<file path="config.mk">
export PLATFORM = sky130hd
export DESIGN_NAME = seq_divider
export DESIGN_NICKNAME = d
export VERILOG_FILES = /design/src/rtl/seq_divider.sv
export SDC_FILE = /design/constraint.sdc
export NUM_CORES = 1
export LEC_CHECK = 0
export CORE_MARGIN = 10
export CORE_UTILIZATION = 45
export CTS_CLUSTER_SIZE = 25
export DETAILED_ROUTE_END_ITERATION = 12
export PLACE_DENSITY = 0.69
export SLEW_MARGIN = 10
export SYNTH_ARGS = -nofsm -noshare
export SYNTH_HDL_FRONTEND = slang
export SYNTH_SLANG_ARGS = --single-unit
</file>
<file path="constraint.sdc">
create_clock -name Clock -period 4.45 [get_ports Clock]
set_input_delay 1.1125 -clock Clock [delete_from_list [all_inputs] [get_ports Clock]]
set_output_delay 1.1125 -clock Clock [all_outputs]
set_load 0.01 [all_outputs]
</file>
<file path="src/rtl/seq_divider.sv">
// Restoring shift-subtract divider: 16-bit dividend / 8-bit divisor.
// One quotient bit per cycle; Start/Halt handshake.
module seq_divider #(
  parameter bit SIGNED = 1'b1
) (
  input  logic        Clock,
  input  logic        Reset,
  input  logic        Start,
  input  logic [15:0] Dividend,
  input  logic [7:0]  Divisor,
  output logic [7:0]  Quotient,
  output logic [7:0]  Remainder,
  output logic        Halt,
  output logic        Busy,
  output logic        DivByZero,
  output logic        Overflow
);

  typedef enum logic [2:0] {
    IDLE,
    LOAD,
    ITER,
    FIX,
    DONE
  } state_t;

  state_t      state, state_nx;
  logic [15:0] dd_q, dd_nx;
  logic [7:0]  dv_q, dv_nx;
  logic [7:0]  acc, acc_nx;
  logic [7:0]  quo, quo_nx;
  logic [2:0]  cnt, cnt_nx;
  logic        sd, sd_nx;
  logic        sq, sq_nx;
  logic [7:0]  q_nx, r_nx;
  logic        dbz_nx, ovf_nx;

  logic [15:0] mag_dd;
  logic [7:0]  dv_mag;
  logic [8:0]  a_sh;
  logic        ge;
  logic        ovf_fix;

  // Magnitudes are taken from the captured operands, never the live ports.
  always_comb begin
    mag_dd = dd_q;
    if (SIGNED && dd_q[15]) mag_dd = ~dd_q + 16'd1;
    dv_mag = dv_q;
    if (SIGNED && dv_q[7]) dv_mag = ~dv_q + 8'd1;
    a_sh = {acc, quo[7]};
    ge = (a_sh >= {1'b0, dv_mag});
    ovf_fix = SIGNED &&
      (sq ? (quo > 8'd128) : (quo > 8'd127));
  end

  always_comb begin
    state_nx = state;
    dd_nx    = dd_q;
    dv_nx    = dv_q;
    acc_nx   = acc;
    quo_nx   = quo;
    cnt_nx   = cnt;
    sd_nx    = sd;
    sq_nx    = sq;
    q_nx     = Quotient;
    r_nx     = Remainder;
    dbz_nx   = DivByZero;
    ovf_nx   = Overflow;
    unique case (state)
      IDLE, DONE: begin
        if (Start) begin
          dd_nx    = Dividend;
          dv_nx    = Divisor;
          dbz_nx   = 1'b0;
          ovf_nx   = 1'b0;
          state_nx = LOAD;
        end
      end
      LOAD: begin
        sd_nx = SIGNED && dd_q[15];
        sq_nx = SIGNED && (dd_q[15] ^ dv_q[7]);
        if (dv_q == 8'd0) begin
          dbz_nx   = 1'b1;
          q_nx     = 8'd0;
          r_nx     = 8'd0;
          state_nx = DONE;
        end else if (mag_dd[15:8] >= dv_mag) begin
          ovf_nx   = 1'b1;
          q_nx     = 8'd0;
          r_nx     = 8'd0;
          state_nx = DONE;
        end else begin
          acc_nx   = mag_dd[15:8];
          quo_nx   = mag_dd[7:0];
          cnt_nx   = 3'd0;
          state_nx = ITER;
        end
      end
      ITER: begin
        // a_sh < 2*|divisor|, so the difference always fits 8 bits
        if (ge) acc_nx = a_sh[7:0] - dv_mag;
        else    acc_nx = a_sh[7:0];
        quo_nx = {quo[6:0], ge};
        cnt_nx = cnt + 3'd1;
        if (cnt == 3'd7) state_nx = FIX;
      end
      FIX: begin
        if (ovf_fix) begin
          ovf_nx = 1'b1;
          q_nx   = 8'd0;
          r_nx   = 8'd0;
        end else begin
          q_nx = sq ? (~quo + 8'd1) : quo;
          r_nx = sd ? (~acc + 8'd1) : acc;
        end
        state_nx = DONE;
      end
      default: state_nx = IDLE;
    endcase
  end

  always_ff @(posedge Clock) begin
    if (Reset) begin
      state     <= IDLE;
      dd_q      <= '0;
      dv_q      <= '0;
      acc       <= '0;
      quo       <= '0;
      cnt       <= '0;
      sd        <= 1'b0;
      sq        <= 1'b0;
      Quotient  <= '0;
      Remainder <= '0;
      DivByZero <= 1'b0;
      Overflow  <= 1'b0;
    end else begin
      state     <= state_nx;
      dd_q      <= dd_nx;
      dv_q      <= dv_nx;
      acc       <= acc_nx;
      quo       <= quo_nx;
      cnt       <= cnt_nx;
      sd        <= sd_nx;
      sq        <= sq_nx;
      Quotient  <= q_nx;
      Remainder <= r_nx;
      DivByZero <= dbz_nx;
      Overflow  <= ovf_nx;
    end
  end

  assign Halt = (state == DONE);
  assign Busy = (state == LOAD) || (state == ITER) ||
                (state == FIX);

endmodule

</file>
==> results of run 1 <==
[synth_stat cells (4+ instances only)]
library cell and n:
mux2i_1 13, clkbuf_1 19, a21o_1 4, nand2_1 78
o21ai_0 12, nor3_1 12, xnor2_1 29, o31ai_1 6
nand2b_1 11, a31oi_1 4, a21oi_1 43, nor2b_1 4
a22oi_1 16, ha_1 22, dfxtp_1 66, o22ai_1 8
and2_1 6, inv_1 12, a211oi_1 7, xor2_1 6
or3_1 4, nor2_1 49
[kinds of logic (layout without fill, tap and decap cells)]
family,count (synthesis),in the layout,synth area share [%]
fa+ha+maj,23,23,7.633
flops,66,66,34.15
compound gates,123,123,20.80
mux,14,14,3.654
buf+inv,39,78,4.463
simple gates,182,182,21.38
xor+xnor,35,35,7.924
[metrics by stage]
stage          total power, W  instance area [um2]
2_1_floorplan        0.001096                 3869
3_3_place_gp         0.001216                 4365
3_5_place_dp         0.001228                 4365
4_1_cts              0.001675                 4534
5_1_grt              0.001771                 4534
6_report             0.001663                 4534
[per-layer routing]
metal | up-vias | global-route usage, %
li1 | 1764 | -
met1 | 1588 | 17.93
met2 | 119 | 22.73
met3 | 16 | 5.441
met4 | 0 | 5.753
met5 | - | 0
[flip-flops by register name (all words and copies together) (netlist names)]
| register | cells |
|---|---|
| cnt | 3 |
| Remainder | 8 |
| acc | 8 |
| DivByZero | 1 |
| sq | 1 |
| Overflow | 1 |
| Quotient | 8 |
| sd | 1 |
| dd_q | 16 |
| dv_q | 8 |
| quo | 8 |
| state | 3 |
[cell type report]
class | count | share of cell area, %
inverters | 12 | 0.9934
well taps | 105 | 2.897
clock buffers | 10 | 3.035
flip-flops and latches | 66 | 29.14
multi-input cells | 377 | 52.37
clock inverters | 5 | 0.6898
repair buffers | 51 | 10.87
[worst max-delay path, stage by stage (launching register included)]
cell	delay [ns]
dfxtp_1	0.34
or4_4	0.58
or4_1	0.43
o21ai_2	0.13
xnor2_1	0.17
ha_1	0.29
a21o_1	0.17
a221oi_1	0.36
o211ai_1	0.15
buf_4	0.21
nand2_2	0.18
nor2_1	0.06
a2111oi_0	0.36
[report_power, final]
| part | leakage, nW | internal [W] | switching (W) |
|---|---|---|---|
| combinational | 1.08 | 0.000244 | 0.000292 |
| sequential | 0.537 | 0.000625 | 0.0000593 |
| clock | 0.0879 | 0.000212 | 0.000231 |
[path summary, 6_finish.rpt]
check	endpoint	slack [ns]	cells past startpoint
setup / recovery	acc[2]	0.88	12
hold reg to reg	cnt[1]	0.48	2
setup reg to reg	acc[2]	0.88	12
hold / removal	cnt[1]	0.48	2
==> reports/metrics.csv, run 1 <==
metric;value;unit
outcome;finished, final reports clean;
grt_max_degree;45;
die_h;112.7;um
wl_met1;4.271;mm
drt_iter0_drc;184;
fin_crit;3.568;ns
clock_sinks;66;
critical_path_class;reg -> reg;
wl_met3;831;um
ys_warn_count;0;
cts_root_buf;clkbuf_8;
routed_wl;9.480;mm
yosysUniqueCellTypes;55;
r2r-start;dd_q[6];
route.detailed.drc;0;
globalplace.congestion;0.9096;
grt_pass1_vias;3295;
synth_edf_count;0;
dieArea;0.01271;mm2
cts_tree;done;
final.setup.tns;0;ns
drt_first_pass_iters;4;
place_ws;0.9372;ns
postCtsResizedCells;0;
timing.final.crit_share;80.17;%
synth_ff_type;dfxtp_1;
instances_no_fill;626;
mostFrequentLayoutCells;nand2_1, dfxtp_1, nor2_1;
grt_pass1_wl;15.84;mm
whs;0.4760;ns
row_count;33;
insertion_delay;0.34;ns
clock_skew;0.01102;ns
powerDensity;366.7;mW/mm2
core_area;0.008299;mm2
final_core_util;54.64;%
crit_path_start;dd_q[6];
grtUsageTotal;14.63;%
p_leak;1.705;nW
path_clk_slew;0.07;ns
critPathArrivalTime;3.78;ns
worst_setup_path_end_kind;flop;
ys_async_sr_fraction;0;%
portBuffers;46;
relSlewSlack;45.37;%
wl_per_cell;15.14;um
holdBufCountCts;0;
antenna_found_initial;0;
numCtsBuffers;9;
hold_viol;0;
yosysSeqAreaShare;34.15;%
fillCellCount;800;
drv_slew;0;
via_count;3487;
dieWidth;112.7;um
syn_area_per_cell;8.026;um2
areaGrowthSynthToFinish;17.21;%
rsz0062_at_grt;no;
post_cts_buffers;0;
routed.top_layer;met4;
final_layout_size_suffix_gt1_share;5.950;%
hold_start;cnt[1];
cp-start-kind;flop;
mostFrequentLayoutCell;nand2_1;
yosys.area.top_type_share;34.15;%
syn_inst;482;
synthTopCellsByArea;dfxtp_1, nand2_1, ha_1, xnor2_1, a21oi_1;
hpwl;7.167;mm
max_cap_violations;0;
fmax;0.2803;GHz
fin_nets;567;
dp.cells;611;
boundaryPins;47;
met2WireLength;4.232;mm
netlist_area;0.003869;mm2
htree_levels;3;
start_util;46.62;%
crit_fanout;13;
overflow;0;
n_antenna_cell;0;
clk_path_buf_depth;2;
viasPerCell;5.570;
yosysTopAreaCell;dfxtp_1;
multi_input_area;0.002375;mm2
worstMarginPinSlew;0.8194;ns
min_path_type;reg -> reg;
area.sequential;0.001321;mm2
ys_seq_elements;66;
worstPathRequired;4.66;ns
setup_ws;0.8824;ns
ir_worst_vdd;0.2266;mV
drtAntennaViolNets;0;
synth_nets;532;
setup_viol;0;
Power figures use the tool's default switching activity.
==> run 2: changes to the inputs <==
- clock period: 4.45 -> 3.4 ns (I/O delays scaled with it)
==> run 2 against run 1 <==
Core utilization grew 2.5 points. Global-route usage is 0.17 points higher. Hold slack improved by 0.00091 ns. Sequential cell count did not move. First-iteration DRC count decreased by 20%. Critical path depth is 1 lower. Total power is 40% higher. Via count fell by 0.49%. Final cell count up 1.9%. Routed wire length up 2.2%. Combinational power grew 44%. Die area unchanged. Critical path type unchanged.
==> reports/metrics.csv, run 2 (same netlist as run 1, synthesis figures left out) <==
metric;value;unit;change
outcome;finished, final reports clean;;
timing.final.crit_share;96.56;%;+16 points
clock_skew;0.005693;ns;-0.005323 ns
insertion_delay;0.35;ns;about the same
hold_start;cnt[1];;
grt_max_degree;43;;-4.4%
crit_slowest_cell;or4_4;;
viasPerCell;5.439;;-2.4%
grt_pass1_wl;15.97;mm;+0.83%
place_ws;-0.04024;ns;-0.9774 ns
fmax;0.3046;GHz;+8.7%
wl_met3;588;um;-29%
met2WireLength;4.390;mm;+3.7%
cts_tree;done;;
core_area;0.008299;mm2;unchanged
powerDensity;490.3;mW/mm2;+34%
final.setup.tns;0;ns;unchanged
areaGrowthSynthToFinish;22.64;%;
crit_fanout;6;;-7
dieArea;0.01271;mm2;unchanged
fillCellCount;776;;-3.0%
largest_reg_flops;16;;unchanged
grt_pass1_vias;3283;;-0.36%
hold_viol;0;;unchanged
mostFrequentLayoutCells;nand2_1, dfxtp_1, nor2_1;;
drt_first_pass_iters;4;;unchanged
boundaryPins;47;;unchanged
final_core_util;57.17;%;+2.5 points
path_clk_slew;0.07;ns;about the same
route.detailed.drc;0;;unchanged
ir_worst_vdd;0.2705;mV;+19%
hpwl;7.143;mm;-0.34%
multi_input_area;0.002477;mm2;+4.3%
drtAntennaViolNets;0;;unchanged
start_util;46.62;%;unchanged
numCtsBuffers;9;;unchanged
routed_wl;9.687;mm;+2.2%
critPathTopFamily;simple AND/OR/NAND/NOR gates;;
worst_setup_path_end_kind;flop;;
row_count;33;;unchanged
via_count;3470;;-0.49%
wl_per_cell;15.18;um;+0.26%
regMostFlops;dd_q;;
n_antenna_cell;0;;unchanged
overflow;0;;unchanged
globalplace.congestion;0.8414;;-7.5%
grtUsageTotal;14.80;%;+0.17 points
area.sequential;0.001323;mm2;about the same
setup_viol;0;;unchanged
critical_path_class;reg -> reg;;
holdBufCountCts;0;;unchanged
whs;0.4769;ns;+0.0009120 ns
mostFrequentLayoutCell;nand2_1;;
min_path_type;reg -> reg;;
cpMostUsedCell;or4_4;;
clk_path_buf_depth;2;;unchanged
clock_sinks;66;;unchanged
p_leak;1.801;nW;+5.6%
worstPathCellList;or4_4 -> or4_4 -> o21ai_4 -> xnor2_2 -> ha_1 -> a21o_1 -> a221oi_4 -> o211ai_1 -> nand2_2 -> nor2_1 -> a2111oi_2;;
crit_path_start;dd_q[6];;
drv_slew;0;;unchanged
worstPathRequired;3.64;ns;-1.02 ns
critPathBufInv;0;;-1
fin_crit;3.283;ns;-0.2846 ns
portBuffers;46;;unchanged
rsz0062_at_grt;yes;;
r2r-start;dd_q[6];;
cp-start-kind;flop;;
fin_nets;578;;+1.9%
setup_ws;0.1171;ns;-0.7654 ns
cts_root_buf;clkbuf_8;;
worstMarginPinSlew;0.8220;ns;+0.002545 ns
instances_no_fill;638;;+1.9%
htree_levels;3;;unchanged
slowest_delay;0.57;ns;about the same
antenna_found_initial;0;;unchanged
die_h;112.7;um;unchanged
max_cap_violations;0;;unchanged
routed.top_layer;met4;;
wl_met1;4.612;mm;+8.0%
critPathArrivalTime;3.52;ns;-0.26 ns
dp.cells;617;;+0.98%
relSlewSlack;45.07;%;-0.30 points
final_layout_size_suffix_gt1_share;10.13;%;+4.2 points
dieWidth;112.7;um;unchanged
drt_iter0_drc;147;;-20%
## run 2: cell types whose count changed in the layout (fill, tap and decap cells not counted), sizes merged
cell,change
buf,+10
bufinv,+1
clkbuf,+2
clkinv,-2
nand2,+1
## run 2: cell type report
cell class / instances / area share [%]
Multi-Input combinational cell: 378 / 52.22
Tap cell: 105 / 2.769
Clock inverter: 4 / 1.081
Sequential cell: 66 / 27.87
Timing Repair Buffer: 61 / 12.05
Inverter: 12 / 0.9494
Clock buffer: 12 / 3.059
## run 2: power breakdown
part,switching [W],total (W),internal [W]
clock,0.000302,0.000661,0.000359
sequential,0.0000758,0.000894,0.000818
combinational,0.000411,0.000772,0.000361
total,0.000789,0.00233,0.00154
## run 2: worst min-delay path: stages, from the launching register on
cell and delay, ns:
dfxtp_1 0.32, nand3_1 0.06, a21oi_1 0.06
## run 2: final timing paths
kind	to	slack (ns)	depth (start not counted)
hold reg to reg	cnt[1]	0.48	2
setup / recovery	acc[2]	0.12	11
setup reg to reg	acc[2]	0.12	11
hold / removal	cnt[1]	0.48	2
## run 2: repair_timing
action / CTS / global route
setup endpoints to repair: 8 / 35
pin swaps: 1 / 5
gates resized for setup: 2 / 21
setup buffers: 2 / 1
cloned: 1 / 1
## run 2: routing by layer
| metal | GRT usage (%) | vias to the layer above |
|---|---|---|
| met3 | 4.860 | 8 |
| met2 | 22.77 | 88 |
| met1 | 19.61 | 1577 |
| li1 | - | 1797 |
| met4 | 3.384 | 0 |
| met5 | 0 | - |
## run 2: stage by stage
stage / total power (W) / cell area [um2]
after floorplan: 0.001434 / 3869
after global placement: 0.001605 / 4410
after detailed placement: 0.001621 / 4410
after CTS: 0.002289 / 4633
after global routing: 0.002469 / 4745
final: 0.002326 / 4745
==> run 3: changes to the inputs <==
- SKIP_CTS_REPAIR_TIMING: default -> 1
==> run 3 against run 2 <==
Global-route usage down 0.12 points. First-iteration DRC count stayed put. Hold slack about the same. Final area decreased by 0.50%. Count of clock-buffer cells in the layout did not move. Total power fell by 0.29%. Sequential share of layout area grew 0.11 points. Highest routed layer unchanged.
==> reports/metrics.csv, run 3 (same netlist as run 1, synthesis figures left out) <==
metric;value;unit;change
relSlewSlack;43.97;%;-1.1 points
power;0.002320;W;-0.29%
hpwl;7.143;mm;unchanged
whs;0.4767;ns;-0.0002010 ns
timing.final.crit_share;96.02;%;-0.54 points
min_path_type;reg -> reg;;
dieWidth;112.7;um;unchanged
clock_skew;0.006572;ns;+0.0008797 ns
grt_pass1_wl;15.86;mm;-0.65%
drt_first_pass_iters;4;;unchanged
crit_slowest_cell;or4_4;;
areaGrowthSynthToFinish;22.02;%;
clk_path_buf_depth;2;;unchanged
insertion_delay;0.35;ns;about the same
worst_setup_path_end_kind;flop;;
worstPathCellList;or4_4 -> or4_1 -> o21ai_2 -> xnor2_2 -> ha_1 -> a21o_1 -> a221oi_4 -> o211ai_1 -> nand2_2 -> nor2_1 -> a2111oi_2;;
max_cap_violations;0;;unchanged
p_leak;1.792;nW;-0.47%
final_core_util;56.88;%;-0.29 points
worstPathRequired;3.63;ns;about the same
crit_fanout;6;;unchanged
fillCellCount;777;;+0.13%
drtAntennaViolNets;0;;unchanged
via_count;3440;;-0.86%
drv_slew;0;;unchanged
path_clk_slew;0.07;ns;about the same
grt_pass1_vias;3256;;-0.82%
viasPerCell;5.400;;-0.71%
fin_crit;3.265;ns;-0.01837 ns
cp-start-kind;flop;;
routed_wl;9.734;mm;+0.49%
critPathArrivalTime;3.50;ns;-0.02 ns
grt_max_degree;43;;unchanged
boundaryPins;47;;unchanged
row_count;33;;unchanged
die_h;112.7;um;unchanged
route.detailed.drc;0;;unchanged
powerDensity;491.4;mW/mm2;+0.21%
dieArea;0.01271;mm2;unchanged
ir_worst_vdd;0.2722;mV;+0.63%
n_antenna_cell;0;;unchanged
antenna_found_initial;0;;unchanged
multi_input_area;0.002462;mm2;-0.61%
worstMarginPinSlew;0.8405;ns;+0.01854 ns
cts_tree;done;;
critical_path_class;reg -> reg;;
final_layout_size_suffix_gt1_share;9.398;%;-0.73 points
core_area;0.008299;mm2;unchanged
setup_viol;0;;unchanged
fmax;0.3063;GHz;+0.56%
grtUsageTotal;14.68;%;-0.12 points
portBuffers;46;;unchanged
setup_ws;0.1354;ns;+0.01837 ns
regMostFlops;dd_q;;
overflow;0;;unchanged
final.setup.tns;0;ns;unchanged
wl_per_cell;15.28;um;+0.64%
mostFrequentLayoutCell;nand2_1;;
clock_sinks;66;;unchanged
hold_viol;0;;unchanged
outcome;finished, final reports clean;;
place_ws;-0.04024;ns;unchanged
area.sequential;0.001321;mm2;about the same
mostFrequentLayoutCells;nand2_1, dfxtp_1, nor2_1;;
start_util;46.62;%;unchanged
numCtsBuffers;9;;unchanged
slowest_delay;0.52;ns;-0.05 ns
cts_root_buf;clkbuf_8;;
largest_reg_flops;16;;unchanged
htree_levels;3;;unchanged
drt_iter0_drc;147;;unchanged
fin_nets;577;;-0.17%
globalplace.congestion;0.8414;;unchanged
run 3: cell types whose count changed in the layout (fill, tap and decap cells not counted), sizes merged:
cell,before,now
buf,16,15
run 3: cell type report:
type | count | area share (%)
Clock inverter | 4 | 1.087
Inverter | 12 | 0.9541
Timing Repair Buffer | 60 | 11.95
Multi-Input combinational cell | 378 | 52.16
Tap cell | 105 | 2.783
Clock buffer | 12 | 3.074
Sequential cell | 66 | 27.99
run 3: final timing paths:
kind / end / slack, ns / cells after the start / from
worst max-delay path: acc[2] / 0.14 / 11 / dd_q[8]
worst min-delay path: cnt[1] / 0.48 / 2 / cnt[1]
worst max register to register: acc[2] / 0.14 / 11 / dd_q[8]
worst min register to register: cnt[1] / 0.48 / 2 / cnt[1]
run 3: report_power, final:
group	internal [W]	switching (W)
Combinational	0.000356	0.000409
Clock	0.000359	0.000302
Sequential	0.000818	0.0000758
Total	0.00153	0.000786
run 3: stage by stage:
step,std cells,cell area (um2)
floorplan,482,3869
global route,637,4721
global placement,617,4410
CTS,633,4607
detailed placement,617,4410
finish,637,4721
run 3: routing by layer:
| layer | part of all wire [%] | track usage (%) |
|---|---|---|
| met1 | 49 | 19.57 |
| met2 | 44 | 22.39 |
| met3 | 6.1 | 4.860 |
| met4 | 1.3 | 3.384 |
| met5 | 0 | 0 |
run 3: critical path, delay by kind of cell, from the launching register on:
kind	cells	cell delay [ns]
AO/OA/AOI/OAI	5	1.21
XOR/XNOR	1	0.14
adder cells (fa/ha/maj)	1	0.27
flip-flops	1	0.36
AND/OR/NAND/NOR	4	1.19
